<file path="config.mk">
export PLATFORM = sky130hd
export DESIGN_NAME = picorv32_axi_responder
export DESIGN_NICKNAME = d
export VERILOG_FILES = /design/src/rtl/picorv32_axi_responder.sv
export SDC_FILE = /design/constraint.sdc
export NUM_CORES = 1
export LEC_CHECK = 0
export ABC_AREA = 1
export CORE_ASPECT_RATIO = 1.25
export CORE_MARGIN = 4
export CORE_UTILIZATION = 49
export DETAILED_ROUTE_END_ITERATION = 10
export GPL_ROUTABILITY_DRIVEN = 0
export PLACE_DENSITY_LB_ADDON = 0.1
export SYNTH_ARGS = -nofsm -noshare
export SYNTH_HDL_FRONTEND = slang
export SYNTH_SLANG_ARGS = --single-unit
</file>
<file path="constraint.sdc">
create_clock -name clk -period 2.5 [get_ports clk]
set_input_delay 0.5 -clock clk [delete_from_list [all_inputs] [get_ports clk]]
set_output_delay 0.5 -clock clk [all_outputs]
set_load 0.01 [all_outputs]
</file>
<file path="src/rtl/picorv32_axi_responder.sv">
// AXI4-Lite slave that terminates a picorv32-style AXI memory port and replays
// each transaction on a native valid/ready memory bus, one at a time.
module picorv32_axi_responder #(
  parameter logic [31:0] ADDR_MASK  = 32'hFFFF_FFFF,
  parameter bit          WORD_ALIGN = 1'b1
) (
  input  logic        clk,
  input  logic        rst,
  input  logic        mem_axi_awvalid,
  output logic        mem_axi_awready,
  input  logic [31:0] mem_axi_awaddr,
  input  logic [2:0]  mem_axi_awprot,
  input  logic        mem_axi_wvalid,
  output logic        mem_axi_wready,
  input  logic [31:0] mem_axi_wdata,
  input  logic [3:0]  mem_axi_wstrb,
  output logic        mem_axi_bvalid,
  input  logic        mem_axi_bready,
  input  logic        mem_axi_arvalid,
  output logic        mem_axi_arready,
  input  logic [31:0] mem_axi_araddr,
  input  logic [2:0]  mem_axi_arprot,
  output logic        mem_axi_rvalid,
  input  logic        mem_axi_rready,
  output logic [31:0] mem_axi_rdata,
  output logic        mem_valid,
  output logic        mem_instr,
  input  logic        mem_ready,
  output logic [31:0] mem_addr,
  output logic [31:0] mem_wdata,
  output logic [3:0]  mem_wstrb,
  input  logic [31:0] mem_rdata,
  output logic [2:0]  dbg_state
);

  typedef enum logic [2:0] {IDLE, RD_REQ, RD_RESP, WR_REQ, WR_RESP} state_t;

  state_t      state;
  logic        aw_full, w_full, ar_full;
  logic [31:0] aw_addr, ar_addr, w_data;
  logic [3:0]  w_strb;
  logic        ar_instr;
  logic        aw_hs, w_hs, ar_hs;
  logic        unused_ok;

  // Handshake contract: a channel transfers on the edge where valid && ready
  // are both high; valid-side holds its payload until then, and each holding
  // register refuses new traffic (ready low) until its transaction completes.
  assign mem_axi_awready = !rst && !aw_full;
  assign mem_axi_wready  = !rst && !w_full;
  assign mem_axi_arready = !rst && !ar_full;

  assign aw_hs = mem_axi_awvalid && mem_axi_awready;
  assign w_hs  = mem_axi_wvalid  && mem_axi_wready;
  assign ar_hs = mem_axi_arvalid && mem_axi_arready;

  assign dbg_state = state;
  assign unused_ok = ^{mem_axi_awprot, mem_axi_arprot[1:0]};

  function automatic logic [31:0] xlate(input logic [31:0] a);
    logic [31:0] t;
    t = a & ADDR_MASK;
    if (WORD_ALIGN) t[1:0] = 2'b00;
    return t;
  endfunction

  always_ff @(posedge clk) begin
    if (rst) begin
      state          <= IDLE;
      aw_full        <= 1'b0;
      w_full         <= 1'b0;
      ar_full        <= 1'b0;
      aw_addr        <= '0;
      ar_addr        <= '0;
      w_data         <= '0;
      w_strb         <= '0;
      ar_instr       <= 1'b0;
      mem_valid      <= 1'b0;
      mem_instr      <= 1'b0;
      mem_addr       <= '0;
      mem_wdata      <= '0;
      mem_wstrb      <= '0;
      mem_axi_bvalid <= 1'b0;
      mem_axi_rvalid <= 1'b0;
      mem_axi_rdata  <= '0;
    end else begin
      if (aw_hs) begin
        aw_full <= 1'b1;
        aw_addr <= mem_axi_awaddr;
      end
      if (w_hs) begin
        w_full <= 1'b1;
        w_data <= mem_axi_wdata;
        w_strb <= mem_axi_wstrb;
      end
      if (ar_hs) begin
        ar_full  <= 1'b1;
        ar_addr  <= mem_axi_araddr;
        ar_instr <= mem_axi_arprot[2];
      end

      // Full holding registers never see a handshake, so the clears below
      // cannot collide with the captures above.
      case (state)
        IDLE: begin
          if (aw_full && w_full) begin
            state     <= WR_REQ;
            mem_valid <= 1'b1;
            mem_instr <= 1'b0;
            mem_addr  <= xlate(aw_addr);
            mem_wdata <= w_data;
            mem_wstrb <= w_strb;
          end else if (ar_full) begin
            state     <= RD_REQ;
            mem_valid <= 1'b1;
            mem_instr <= ar_instr;
            mem_addr  <= xlate(ar_addr);
            mem_wstrb <= 4'b0000;
          end
        end
        RD_REQ: begin
          if (mem_ready) begin
            state          <= RD_RESP;
            mem_valid      <= 1'b0;
            mem_axi_rdata  <= mem_rdata;
            mem_axi_rvalid <= 1'b1;
          end
        end
        RD_RESP: begin
          if (mem_axi_rready) begin
            state          <= IDLE;
            mem_axi_rvalid <= 1'b0;
            ar_full        <= 1'b0;
          end
        end
        WR_REQ: begin
          if (mem_ready) begin
            state          <= WR_RESP;
            mem_valid      <= 1'b0;
            mem_axi_bvalid <= 1'b1;
          end
        end
        WR_RESP: begin
          if (mem_axi_bready) begin
            state          <= IDLE;
            mem_axi_bvalid <= 1'b0;
            aw_full        <= 1'b0;
            w_full         <= 1'b0;
          end
        end
        default: state <= IDLE;
      endcase
    end
  end

endmodule

</file>
==> metrics <==
most area-hungry cell type in the Yosys netlist=dfxtp_1; DRT Pass-1 Iters=5; RSZ-0062 raised after global routing=false; Die W=119.1 um; largest net degree at the start of global routing=73; post-route antenna net violation count=0; Antenna Diode Count=0; TritonCTS clock tree=built; clk sinks=205; reg2reg start=dbg_state[1]; status=completed; Reg clk slew, reported paths=60 ps; pwr/cell area=744.7 nW/um^2; Port Buf Inserts=244; total power=8.096 mW; proportion of layout cells with a drive suffix above 1=5.224%; final setup TNS=0 ps; asr flop ratio synth=0%; post-synth cell types=24; number of CTS-inserted buffers=20; Post-Syn Instances=982; Worst path top cell family by delay=buffers and inverters; Post-route DRC=0; Initial Utilization=50.14%; max-slew violation count=0; hold_buf cts=0; Worst-Skew Late Latency=480 ps; top-count cell post-synth=nand2_1; CP Max Fanout=7; type of the worst setup path=register to output pin; Setup crit end kind=output pin; r2r setup slk=840 ps; M3 GR Usage=6.739%; total number of vias=7018; antenna violations before repair=1; synthesis-stage register bit count=205; Synth area leaders=dfxtp_1 54%, nand2_1 12%, o21ai_0 10%, nor2_1 6.6%, o31ai_1 3.0%; Post-CTS Resized=0; Worst EP arrival=1570 ps; CP max stage cell=clkdlybuf4s50_1; GRT Resource Usage Total=23.55%; clock skew=7.009 ps; Starting DRT DRC Count=367; Peak supply drop=0.5607 mV; standard-cell row count=50; Core ar.=15080 um^2; Slew @ Worst Pin=775.8 ps; CTS max path bufs=3; Slew headroom=48.21%; GRT busiest layer=met2; GRT met2 Usage=41.05%; nets@finish=1339; type of the most critical hold path=primary input to register; Final Hold Fails=0; first-pass GRT wire length=34440 um; yosys warns=0; CTS root buffer=clkbuf_16; M1 GR Usage=28.22%; post-CTS setup buffer count=0; Post-synth top cells=235 x nand2_1, 205 x dfxtp_1, 154 x o21ai_0; hold path cells=2; placed instance count=1379; synth-to-layout area growth=43.81%; Final period util=82.66%; DP Area=10150 um^2; Synth Flop Type=dfxtp_1; Total Wirelength=21080 um; Static Leakage=4.149 nW; num ports=256; worst reg2reg endpoint=mem_instr; Seq/Total Area, Yosys=54.29%; die height=146.9 um; H-tree level count=1; endpoint of the worst hold path=aw_addr[22]; fmax=483.9 MHz; drt wl/cell=14.91 um; DP HPWL=13530 um; required time worst endpoint=2000 ps; Synth top area share=54.29%; area of the mapped netlist=7560 um^2; Max stage delay on crit path=620 ps; max-cap viol count=0; count of flip-flops with a built-in enable after synthesis=0; Finished Layout Cells=1414; Worst Min Path Start=rst; Post-Syn Area per Cell=7.698 um^2; Reg2Reg Depth=6; Die ar.=17490 um^2; vias in the first global route=6971; Finish-stage setup viols=0; startpoint types=register; post-route cell area=10870 um^2; final worst path period need=2066 ps; worst-path cell chain=clkdlybuf4s50_1; worst path bufs/invs=1; total grt overflow=0; DR vias/cell=4.963; final core occ=72.11%
[power by group]
part	internal, mW	switching [mW]	total (mW)	leakage, nW
logic	0.601	0.623	1.22	2.11
clock network	2.02	1.23	3.24	0.356
registers	3.51	0.118	3.63	1.68
total	6.13	1.97	8.10	4.15
[kinds of logic after synthesis]
| kind of cell | share of synthesized area [%] |
|---|---|
| other | 0.04960 |
| buffers and inverters | 6.339 |
| AND/OR/NAND/NOR | 22.59 |
| flip-flops | 54.29 |
| AO/OA/AOI/OAI | 16.73 |
[registers in the layout, indices dropped and copies added, names as in the netlist, 3 cells and up]
name and flops:
mem_axi_rdata 32, mem_wdata 32, w_data 32, ar_addr 30, aw_addr 30, mem_addr 30
mem_wstrb 4, w_strb 4, dbg_state 3
[how the worst max path moves through the flow]
stage / start / end / cells past startpoint
after floorplan: rst / mem_axi_arready / 3
after global placement: mem_ready / mem_axi_rdata[19] / 7
after detailed placement: mem_ready / mem_axi_rdata[26] / 7
after CTS: dbg_state[1] / dbg_state[1] / 1
after global routing: dbg_state[1] / dbg_state[1] / 1
final: dbg_state[1] / dbg_state[1] / 1
[metrics by stage]
stage          hold slack (ps)  setup WS, ps
3_3_place_gp             436.7         552.8
3_5_place_dp             451.1         489.7
2_1_floorplan            440.6         944.2
6_report                 362.8         433.5
4_1_cts                  351.4         423.9
5_1_grt                  376.1         373.5
[metal layers]
layer	share of wire, %	wire (um)
met5	0.062	13
met4	2.1	437
met3	7.9	1665
met2	49	10350
met1	41	8616
[cell type report]
type / count / area (um^2)
Fill cell: 1220 / 4205
Sequential cell: 205 / 4104
Multi-Input combinational cell: 663 / 2999
Timing Repair Buffer: 258 / 2618
Clock buffer: 30 / 619.3
Tap cell: 208 / 260.3
Inverter: 45 / 171.4
Clock inverter: 5 / 100.1
[cells in the final DEF, fill, tap and decap left out, types with 2 or more instances in the layout]
master           instances
o21ai_1                 10
clkdlybuf4s50_1        243
nor3_1                   2
nor2_1                 133
nand3_1                 44
o21ai_0                154
inv_2                    5
buf_4                    8
nand4_1                  3
nor2_2                   2
bufinv_16                3
buf_12                   6
nor3b_4                  2
clkbuf_8                 6
o31ai_1                 30
dfxtp_1                205
nand2_1                235
a21oi_1                 39
clkbuf_1                 3
clkbuf_16               21
conb_1                   2
clkinv_2                 2
nand2_2                  3
inv_1                   39
Power figures use the tool's default switching activity.
